===== src/rtl/sim_monitor_pkg.sv =====
// ============================================================================
// Module : sim_monitor_pkg
// Brief  : Shared types and default constants for the simulation monitor.
// Rev    : 1.0  initial release
// ============================================================================
`default_nettype none

package sim_monitor_pkg;

    typedef enum logic [1:0] {
        ST_RUN    = 2'd0,
        ST_PASSED = 2'd1,
        ST_FAILED = 2'd2
    } state_t;

    typedef struct packed {
        logic [31:0] addr;
        logic [31:0] data;
    } log_entry_t;

    localparam int unsigned DEF_DONE_ADDR = 212;
    localparam int unsigned DEF_PASS_DATA = 511;
    localparam int unsigned DEF_TIMEOUT   = 500;
    localparam int unsigned CYCLE_W       = 16;

endpackage

`default_nettype wire


===== src/rtl/mon_fifo.sv =====
// ============================================================================
// Module : mon_fifo
// Brief  : Store-log FIFO with pointer-MSB full/empty and a sticky drop flag.
// Rev    : 1.0  initial release
// ============================================================================
`default_nettype none

module mon_fifo
    import sim_monitor_pkg::*;
#(
    parameter int unsigned DEPTH = 8,
    parameter type entry_t = log_entry_t
) (
    input  logic   clk,
    input  logic   reset,
    input  logic   push,
    input  entry_t push_data,
    input  logic   pop_ready,
    output logic   pop_valid,
    output entry_t pop_data,
    output logic   overflow
);

    localparam int unsigned AW = $clog2(DEPTH);

    entry_t      mem [DEPTH];
    logic [AW:0] wr_ptr;
    logic [AW:0] rd_ptr;
    logic        empty;
    logic        full;
    logic        do_pop;
    logic        do_push;

    assign empty     = (wr_ptr == rd_ptr);
    assign full      = (wr_ptr[AW] != rd_ptr[AW]) && (wr_ptr[AW-1:0] == rd_ptr[AW-1:0]);
    assign do_pop    = !empty && pop_ready;
    // A pop on the same edge frees the slot, so a full FIFO still accepts the push.
    assign do_push   = push && (!full || do_pop);
    assign pop_valid = !empty;

    always_ff @(posedge clk or negedge reset) begin
        if (!reset) begin
            wr_ptr   <= '0;
            rd_ptr   <= '0;
            overflow <= 1'b0;
        end else begin
            if (do_push) wr_ptr <= wr_ptr + (AW+1)'(1);
            if (do_pop)  rd_ptr <= rd_ptr + (AW+1)'(1);
            if (push && !do_push) overflow <= 1'b1;
        end
    end

    always_ff @(posedge clk) begin
        if (do_push) mem[wr_ptr[AW-1:0]] <= push_data;
    end

    always_comb begin
        pop_data = '0;
        if (!empty) pop_data = mem[rd_ptr[AW-1:0]];
    end

endmodule

`default_nettype wire


===== src/rtl/sim_monitor.sv =====
// ============================================================================
// Module : sim_monitor
// Brief  : Watches processor stores for a done/pass marker, enforces a cycle
//          budget and optionally logs stores (macro SIM_MONITOR_LOG_EN).
// Rev    : 1.0  initial release
// ============================================================================
`default_nettype none

module sim_monitor
    import sim_monitor_pkg::*;
#(
    parameter int unsigned DONE_ADDR = DEF_DONE_ADDR,
    parameter int unsigned PASS_DATA = DEF_PASS_DATA,
    parameter int unsigned TIMEOUT   = DEF_TIMEOUT,
    parameter int unsigned LOG_DEPTH = 8
) (
    input  logic                clk,
    input  logic                reset,
    input  logic                MemWriteM,
    input  logic [31:0]         ALUResultM,
    input  logic [31:0]         WriteDataM,
    output logic                done,
    output logic                pass,
    output logic                fail,
    output logic                timed_out,
    output logic [CYCLE_W-1:0]  cycle_count,
    output logic                log_valid,
    input  logic                log_ready,
    output logic [31:0]         log_addr,
    output logic [31:0]         log_data,
    output logic                log_overflow
);

    state_t state;
    logic   in_run;
    logic   deciding;
    logic   budget_spent;

    assign in_run       = (state == ST_RUN);
    assign deciding     = MemWriteM && (ALUResultM == DONE_ADDR);
    assign budget_spent = (cycle_count == CYCLE_W'(TIMEOUT - 1));

    always_ff @(posedge clk or negedge reset) begin
        if (!reset) begin
            state       <= ST_RUN;
            done        <= 1'b0;
            pass        <= 1'b0;
            fail        <= 1'b0;
            timed_out   <= 1'b0;
            cycle_count <= '0;
        end else if (in_run) begin
            if (cycle_count != {CYCLE_W{1'b1}}) cycle_count <= cycle_count + CYCLE_W'(1);
            // The store has priority over the budget when both land on one edge.
            if (deciding) begin
                done <= 1'b1;
                if (WriteDataM == PASS_DATA) begin
                    state <= ST_PASSED;
                    pass  <= 1'b1;
                end else begin
                    state <= ST_FAILED;
                    fail  <= 1'b1;
                end
            end else if (budget_spent) begin
                state     <= ST_FAILED;
                done      <= 1'b1;
                fail      <= 1'b1;
                timed_out <= 1'b1;
            end
        end
    end

`ifdef SIM_MONITOR_LOG_EN
    log_entry_t push_entry;
    log_entry_t head_entry;
    logic       log_push;

    assign log_push        = in_run && MemWriteM;
    assign push_entry.addr = ALUResultM;
    assign push_entry.data = WriteDataM;

    mon_fifo #(
        .DEPTH   (LOG_DEPTH),
        .entry_t (log_entry_t)
    ) u_log_fifo (
        .clk       (clk),
        .reset     (reset),
        .push      (log_push),
        .push_data (push_entry),
        .pop_ready (log_ready),
        .pop_valid (log_valid),
        .pop_data  (head_entry),
        .overflow  (log_overflow)
    );

    assign log_addr = head_entry.addr;
    assign log_data = head_entry.data;
`else
    localparam int unsigned unused_log_depth = LOG_DEPTH;
    logic unused_log_ready;

    assign unused_log_ready = log_ready;
    assign log_valid        = 1'b0;
    assign log_addr         = '0;
    assign log_data         = '0;
    assign log_overflow     = 1'b0;
`endif

endmodule

`default_nettype wire

===== config.mk =====
export PLATFORM = sky130hd
export DESIGN_NAME = sim_monitor
export DESIGN_NICKNAME = d
export VERILOG_FILES = /design/src/rtl/sim_monitor_pkg.sv /design/src/rtl/mon_fifo.sv /design/src/rtl/sim_monitor.sv
export SDC_FILE = /design/constraint.sdc
export NUM_CORES = 1
export LEC_CHECK = 0
export ABC_CLOCK_PERIOD_IN_PS = 2000
export BUFFER_PORTS_ARGS = -buffer_cell sky130_fd_sc_hd__buf_2
export CAP_MARGIN = 30
export CORE_MARGIN = 3
export CORE_UTILIZATION = 35
export CTS_CLUSTER_SIZE = 10
export DETAILED_ROUTE_END_ITERATION = 8
export HOLD_SLACK_MARGIN = 0.15
export PLACE_DENSITY = 0.78
export REMOVE_ABC_BUFFERS = 1
export SYNTH_ARGS = -nofsm -noshare
export SYNTH_HDL_FRONTEND = slang
export SYNTH_SLANG_ARGS = --single-unit

===== constraint.sdc =====
create_clock -name clk -period 2 [get_ports clk]
set_clock_uncertainty 0.15 [all_clocks]
set_input_delay 0.3 -clock clk [delete_from_list [all_inputs] [get_ports clk]]
set_output_delay 0.3 -clock clk [all_outputs]
set_load 0.005 [all_outputs]

* Word-level counts from Yosys, hierarchy flattened *
Cells that the tools add are included.

cells by class
  $add $sub $neg = 1
  equal/unequal tests = 5
  multiplexer cells = 7
  bitwise logic cells = 1
  reduce and logical (&&, ||, !) cells = 8

operators with widths
  operator                 count
  $eq A32 B8 Y1 const B    1
  $eq A32 B9 Y1 const B    1
  $add A16 B1 Y16 const B  1
  $eq A16 B9 Y1 const B    1
  $ne A16 B16 Y1 const B   1
  $reduce_and A3 Y1        3
  $mux W2                  3
  $mux W1                  4
  $reduce_and A2 Y1        2
  $logic_not A2 Y1         1
  $ne A2 B2 Y1 const B     1
  $reduce_bool A2 Y1       1
  $logic_and A1 B1 Y1      1
  $not A1 Y1               1

word-level totals
  register bits = 22
  input bits = 68
  output and inout port bits = 86
  word-level logic and storage cells = 28

* Logic depth before layout (Yosys ltp) *
Gate-level depths: netlist of the first run.

  depth in word-level cells = 4
  mapped depth = 6
  depth with buffers taken out = 5

* Least setup slack after synthesis of the first run *
Ideal clock, no wire load.

  path kind = register to register
  start point = register cycle_count[0]
  end point = register cycle_count[1]
  setup time = 0.125 ns
  data arrival time = 1.619 ns
  required time = 1.725 ns
  path slack = 0.106 ns
  cell stages (with the launch flop) = 6
  path buffers = 0
  clock period less this slack = 1.894 ns
  cell sequence = dfrtp_1 > ha_1 > and3_2 > and3_4 > a21boi_1 > mux2_2

on the way
  longest elaborated chain between the ends = 2
  elaborated cells between the ends (all ways) = 3
  classes of those cells = add/sub (1); eq/ne (1); reduce/logical (1)

ends and longest elaborated chain
  item                                                     line               text
  start: declaration                                       sim_monitor.sv:26  output logic [CYCLE_W-1:0] cycle_count,
  start signal: assignment                                 sim_monitor.sv:52  if (cycle_count != {CYCLE_W{1'b1}}) cycle_count <= cycle_count + CYCLE_W'(1);
  branches (longest 2 deep; another with $add A16 B1 Y16)  n/a

Several ways; the timed one is not identified.
A chain may end at the register's enable or synchronous reset.

* Final worst setup path of the first run *
  start point = register cycle_count[1]
  end point = register cycle_count[1]

Same word-level chain as after synthesis.

==> results_dict.tcl, run 1 <==
set metrics [dict create \
    swShare_pct 23.0 \
    antenna_found_initial 0 \
    tightest_slew_ps 503 \
    status "complete, no violations" \
    synth_cell_type_count 37 \
    worst_setup_path_start_kind "register" \
    drt_iter0_drc 104 \
    clk_path_buf_depth 2 \
    worstSkewPairLatency_ps 260 \
    vias_per_cell 4.30 \
    rrSetupSlack_ps 90 \
    final_area_um2 2130 \
    p_per_area_nw_per_um2 410 \
    antennaDiodeCount 0 \
    async_reset_ff_share_pct 100 \
    synth_top_area_share_pct 31.1 \
    grt_pass1_wl_um 6440 \
    syn_area_um2 1770 \
    peakVddDrop_uv 205 \
    via_count 1500 \
    cts_sinks 22 \
    avgSynthCellArea_um2 9.43 \
    worstPathRequired_ps 2000 \
    layout-drive-gt1-share_pct 37.9 \
    endpoint_kind "register" \
    ys_top_cells_by_count "66 x buf_4, 22 x dfrtp_1, 12 x xor2_1" \
    dr.pass1.iters 4 \
    critPathKind "reg -> reg" \
    finalSetupTns_ps 0 \
    drt-total-wl_um 4030 \
    cp_max_fo 8 \
    place_area_um2 2060 \
    fillers 489 \
    area_growth_pct 19.9 \
    min_path_cells 4 \
    die_w_um 77.2 \
    wire_per_inst_um 11.6 \
    min_period_ps 1910 \
    placed_cells 344 \
    relSlewSlack_pct 66.0 \
    cts_setup_buffers 0 \
    initial_core_util_pct 36.8 \
    hpwlAfterDp_um 3450 \
    rsz0062_at_grt "no" \
    synth.yosys.warnings 0 \
    synth-edff-count 0 \
    die_h_um 77.2 \
    cts_tree "yes" \
    cts_buffers 3 \
    grt.overflow.total 0 \
    yosysTopAreaCell "dfrtp_1" \
    hold_viol 0 \
    r2r_start "cycle_count[1]$_DFFE_PN0P_" \
    grt_max_degree 23 \
    rows 25 \
    gr-usage-all-layers_pct 13.1 \
    synth_most_common_cell "buf_4" \
    cap_violations 0 \
    busiest_layer "met2" \
    io_pins 154 \
    cp.arrival_ps 1910 \
    synth_seq_cells 22 \
    post_cts_resized 0 \
    drv_slew 0 \
    drc 0 \
    synth_ff_type "dfrtp_1" \
    hold_path.class "in -> reg" \
    leakage_nw 1.20 \
    synth_cells 188 \
    fin_nets 352 \
    intPower_w 0.000671 \
    instances_no_fill 349 \
    r2r_end "cycle_count[1]$_DFFE_PN0P_" \
    switchingPower_w 0.000200 \
    finalSetupViolCount 0 \
    htreeDepth 1 \
    met3_usage_pct 2.23 \
    reg2regPathDepth 5 \
    grt_pass1_vias 1433 \
    cts_root_buffer "clkbuf_8" \
    fmax_ghz 0.524 \
    comb_power_share_pct 12.7 \
    seq_area_frac_synth_pct 31.1 \
    fin_total_pwr_w 0.000871 \
    clkPwrFrac_pct 36.3 \
    core_um2 4820 \
    synth_area_leaders "dfrtp_1 31%, buf_4 28%, xor2_1 5.9%" \
    ant_nets 0 \
    fin_crit_sh_pct 95.4 \
    seqPwrFrac_pct 51.0 \
    die-area_um2 5960 \
    holdPathEnd "state[1]$_DFFE_PN0P_" \
    met2_usage_pct 24.6 \
    place.gp.congestion 0.803 \
    min_from "ALUResultM[28]" \
    portBuffers 86 \
    grt_util_met1_pct 14.8 \
    cts.clk_slew.worst_paths_ps 80 \
]
stage by stage:
step                      setup slack, ps  utilization [%]  hold slack (ps)
after floorplan                      77.3                -             -146
after global placement                129             42.8              133
after detailed placement             94.3             42.8              139
after CTS                            77.8             44.1              269
after global routing                 26.9             44.1              300
final                                91.4             44.1              270
per-layer routing:
layer | up-vias | routed length [um]
met4 | 0 | 38
met2 | 61 | 2240
met3 | 4 | 301
met5 | - | 0
met1 | 701 | 1460
li1 | 734 | -
layout make-up:
| type | instances | area [um2] | share of cell area, % |
|---|---|---|---|
| multi-input cells | 162 | 943 | 44.4 |
| clock buffers | 4 | 55.1 | 2.59 |
| well taps | 67 | 83.8 | 3.94 |
| flip-flops and latches | 22 | 551 | 25.9 |
| repair buffers | 94 | 493 | 23.2 |
how the worst max path moves through the flow:
| stage | cells past startpoint | to | from | slack [ps] |
|---|---|---|---|---|
| 2_1_floorplan | 5 | cycle_count[1]$_DFFE_PN0P_ | cycle_count[0]$_DFFE_PN0P_ | 80 |
| 3_3_place_gp | 5 | cycle_count[1]$_DFFE_PN0P_ | cycle_count[1]$_DFFE_PN0P_ | 130 |
| 3_5_place_dp | 5 | cycle_count[1]$_DFFE_PN0P_ | cycle_count[1]$_DFFE_PN0P_ | 90 |
| 4_1_cts | 5 | cycle_count[1]$_DFFE_PN0P_ | cycle_count[1]$_DFFE_PN0P_ | 80 |
| 5_1_grt | 5 | cycle_count[1]$_DFFE_PN0P_ | cycle_count[1]$_DFFE_PN0P_ | 30 |
| 6_report | 5 | cycle_count[1]$_DFFE_PN0P_ | cycle_count[1]$_DFFE_PN0P_ | 90 |
power by group through the flow:
stage,logic (W),clock network (W),registers (W)
after floorplan,0.0000345,0,0.000453
after global placement,0.000105,0,0.000453
after detailed placement,0.000107,0,0.000453
after CTS,0.000109,0.000325,0.000444
after global routing,0.000129,0.000348,0.000444
final,0.000111,0.000316,0.000444
cells by family (layout without fill, tap and decap cells):
kind of cell / after synthesis / after routing / synth area share (%)
fa+ha+maj: 1 / 1 / 0.706
buf+inv: 69 / 98 / 29.5
compound gates: 20 / 20 / 7.97
xor+xnor: 13 / 13 / 6.42
flops: 22 / 22 / 31.1
mux: 2 / 2 / 1.27
other cells: 1 / 66 / 0.212
simple gates: 60 / 60 / 22.9
critical path, cell delays in order (launching register included):
cell and delay [ps]:
dfrtp_1 420, ha_1 200, and3_2 240, and3_4 220, a21boi_1 190, mux2_2 360
layout by cell type (no fill, tap or decap), drive strengths merged, types with 2 or more instances in the layout:
cell type,synthesis,layout
buf,69,93
conb,1,66
dfrtp,22,22
xor2,12,12
a21oi,11,11
nor4,11,11
nand4,8,8
nor4b,5,5
nand2,5,5
nor3,5,5
nand3,5,5
and4,5,5
and3,5,5
nor2,4,4
clkbuf,0,4
and4b,2,2
a22oi,2,2
nand2b,2,2
mux2,2,2
repair_timing:
action / in CTS / in global routing
setup endpoints to repair: 0 / 0
endpoints found under the hold margin: 22 / 0
hold buffers: 1 / 0
flip-flops by register name, summed over array words and instances (netlist names):
name         cells
cycle_count     16
state            2
done             1
fail             1
pass             1
timed_out        1
No activity file was read; power rests on OpenSTA's default activity.
==> run 2, diff against run 1 <==
--- a/config.mk
+++ b/config.mk
@@ -13,7 +13,7 @@
 export CTS_CLUSTER_SIZE = 10
 export DETAILED_ROUTE_END_ITERATION = 8
 export HOLD_SLACK_MARGIN = 0.15
-export PLACE_DENSITY = 0.78
+export PLACE_DENSITY_LB_ADDON = 0.3
 export REMOVE_ABC_BUFFERS = 1
 export SYNTH_ARGS = -nofsm -noshare
 export SYNTH_HDL_FRONTEND = slang
==> run 2 against run 1 <==
Total power decreased by 6.0%. Hold slack about the same. Non-clock buffer count increased by 1. Utilization decreased by 0.13 points. Clock power decreased by 16%. Critical path depth unchanged. Die area unchanged. Maximum frequency increased by 2.0%. Sequential cell count unchanged. Global-route usage decreased by 0.22 points. Largest power group unchanged.
==> results_dict.tcl, run 2 (synthesis results as in run 1) <==
set metrics [dict create \
    status "complete, no violations" \
    p_per_area_nw_per_um2 387 \
    grt_pass1_vias 1424 \
    cts_root_buffer "clkbuf_8" \
    layout_common_cells "86 x buf_2, 66 x conb_1, 22 x dfrtp_1" \
    tightest_slew_ps 511 \
    critPathKind "reg -> reg" \
    critPathTopFamily "simple AND/OR/NAND/NOR gates" \
    post-route-util_pct 44.0 \
    min_period_ps 1870 \
    leakage_nw 1.20 \
    cap_violations 0 \
    largestRegisters "cycle_count x16, state x2" \
    area_growth_pct 19.5 \
    regMostFlops "cycle_count" \
    worstPathCellList "ha_1 > and3_2 > and3_4 > a21boi_1 > mux2_2" \
    antennaDiodeCount 0 \
    reg2regPathDepth 5 \
    grt_max_degree 23 \
    worst_setup_path_start_kind "register" \
    critPathSlowestCell "dfrtp_1" \
    instances_no_fill 349 \
    drv_slew 0 \
    die-area_um2 5960 \
    r2r_end "cycle_count[1]$_DFFE_PN0P_" \
    finalSetupTns_ps 0 \
    initial_core_util_pct 36.8 \
    dr.pass1.iters 2 \
    worstPathRequired_ps 1990 \
    rows 25 \
    placed_cells 345 \
    largest_register_ffs 16 \
    min_path_cells 4 \
    vias_per_cell 4.29 \
    drc 0 \
    hpwlAfterDp_um 3360 \
    holdPathEnd "fail$_DFFE_PN0P_" \
    min_from "ALUResultM[28]" \
    rsz0062_at_grt "no" \
    grt_pass1_wl_um 6290 \
    fin_crit_sh_pct 93.6 \
    wire_per_inst_um 11.2 \
    cts.clk_slew.worst_paths_ps 80 \
    grt.overflow.total 0 \
    portBuffers 86 \
    cts_sinks 22 \
    hold_viol 0 \
    core_um2 4820 \
    drt-total-wl_um 3890 \
    cts_tree "yes" \
    peakVddDrop_uv 216 \
    die_h_um 77.2 \
    r2r_start "cycle_count[0]$_DFFE_PN0P_" \
    fmax_ghz 0.534 \
    io_pins 154 \
    cts_buffers 3 \
    cp.arrival_ps 1870 \
    fin_total_pwr_w 0.000820 \
    worst-path-buf-inv 0 \
    layout-drive-gt1-share_pct 37.9 \
    worst_path_largest_cell_delay_ps 380 \
    ant_nets 0 \
    relSlewSlack_pct 65.5 \
    cp_max_fo 8 \
    gr-usage-all-layers_pct 12.9 \
    hold_path.class "in -> reg" \
    htreeDepth 1 \
    worstSkewPairLatency_ps 260 \
    die_w_um 77.2 \
    clk_path_buf_depth 2 \
    endpoint_kind "register" \
    place.gp.congestion 0.800 \
    fin_nets 353 \
    finalSetupViolCount 0 \
    mostFrequentLayoutCell "buf_2" \
    antenna_found_initial 0 \
    rrSetupSlack_ps 130 \
    via_count 1496 \
    drt_iter0_drc 35 \
]
-- run 2: cell count changes in the layout (fill, tap and decap cells not counted), sizes merged --
cell,before,now
clkbuf,4,3
buf,93,94
-- run 2: per-stage QoR --
stage / hold WS [ps] / instance area (um2) / setup WS, ps
2_1_floorplan: -146 / 1490 / 77.3
4_1_cts: 271 / 2120 / 120
3_3_place_gp: 149 / 2070 / 147
6_report: 270 / 2120 / 129
5_1_grt: 310 / 2120 / 45.2
3_5_place_dp: 148 / 2070 / 137
-- run 2: routing by layer --
metal | vias to the layer above | track usage [%] | part of all wire [%]
met1 | 692 | 15.3 | 40
met3 | 4 | 2.00 | 7.6
met4 | 0 | 4.27 | 1.3
li1 | 735 | - | -
met2 | 65 | 23.4 | 51
met5 | - | 0 | 0
-- run 2: worst min-delay path, delay by kind of cell --
| family | cells | cell delay, ps |
|---|---|---|
| buffers and inverters | 1 | 70 |
| AOI/OAI and AO/OA | 1 | 80 |
| and+or+nand+nor | 2 | 180 |
-- run 2: area by class of cell --
class	count	area [um2]
Timing Repair Buffer	95	500
Tap cell	67	83.8
Multi-Input combinational cell	162	943
Sequential cell	22	551
Fill cell	525	2700
Clock buffer	3	41.3
-- run 2: worst max path at each step --
| stage | from | to | slack [ps] | cells past startpoint |
|---|---|---|---|---|
| 2_1_floorplan | cycle_count[0]$_DFFE_PN0P_ | cycle_count[1]$_DFFE_PN0P_ | 80 | 5 |
| 3_3_place_gp | cycle_count[0]$_DFFE_PN0P_ | cycle_count[1]$_DFFE_PN0P_ | 150 | 5 |
| 3_5_place_dp | cycle_count[0]$_DFFE_PN0P_ | cycle_count[1]$_DFFE_PN0P_ | 140 | 5 |
| 4_1_cts | cycle_count[0]$_DFFE_PN0P_ | cycle_count[1]$_DFFE_PN0P_ | 120 | 5 |
| 5_1_grt | cycle_count[0]$_DFFE_PN0P_ | cycle_count[1]$_DFFE_PN0P_ | 50 | 5 |
| 6_report | cycle_count[0]$_DFFE_PN0P_ | cycle_count[1]$_DFFE_PN0P_ | 130 | 5 |
-- run 2: repair_timing --
action,CTS,global route
resized for setup,0,0
setup endpoints to repair,0,0
endpoints found under the hold margin,22,0
hold buffers,1,0
buffers inserted,0,0
-- run 2: power by group --
| part | internal, W | total [W] | switching (W) | leakage [nW] |
|---|---|---|---|---|
| clock network | 0.000134 | 0.000266 | 0.000132 | 0.0216 |
| registers | 0.000444 | 0.000444 | 0.00000000000000448 | 0.287 |
| logic | 0.0000513 | 0.000109 | 0.0000576 | 0.893 |
| total | 0.000630 | 0.000820 | 0.000190 | 1.20 |
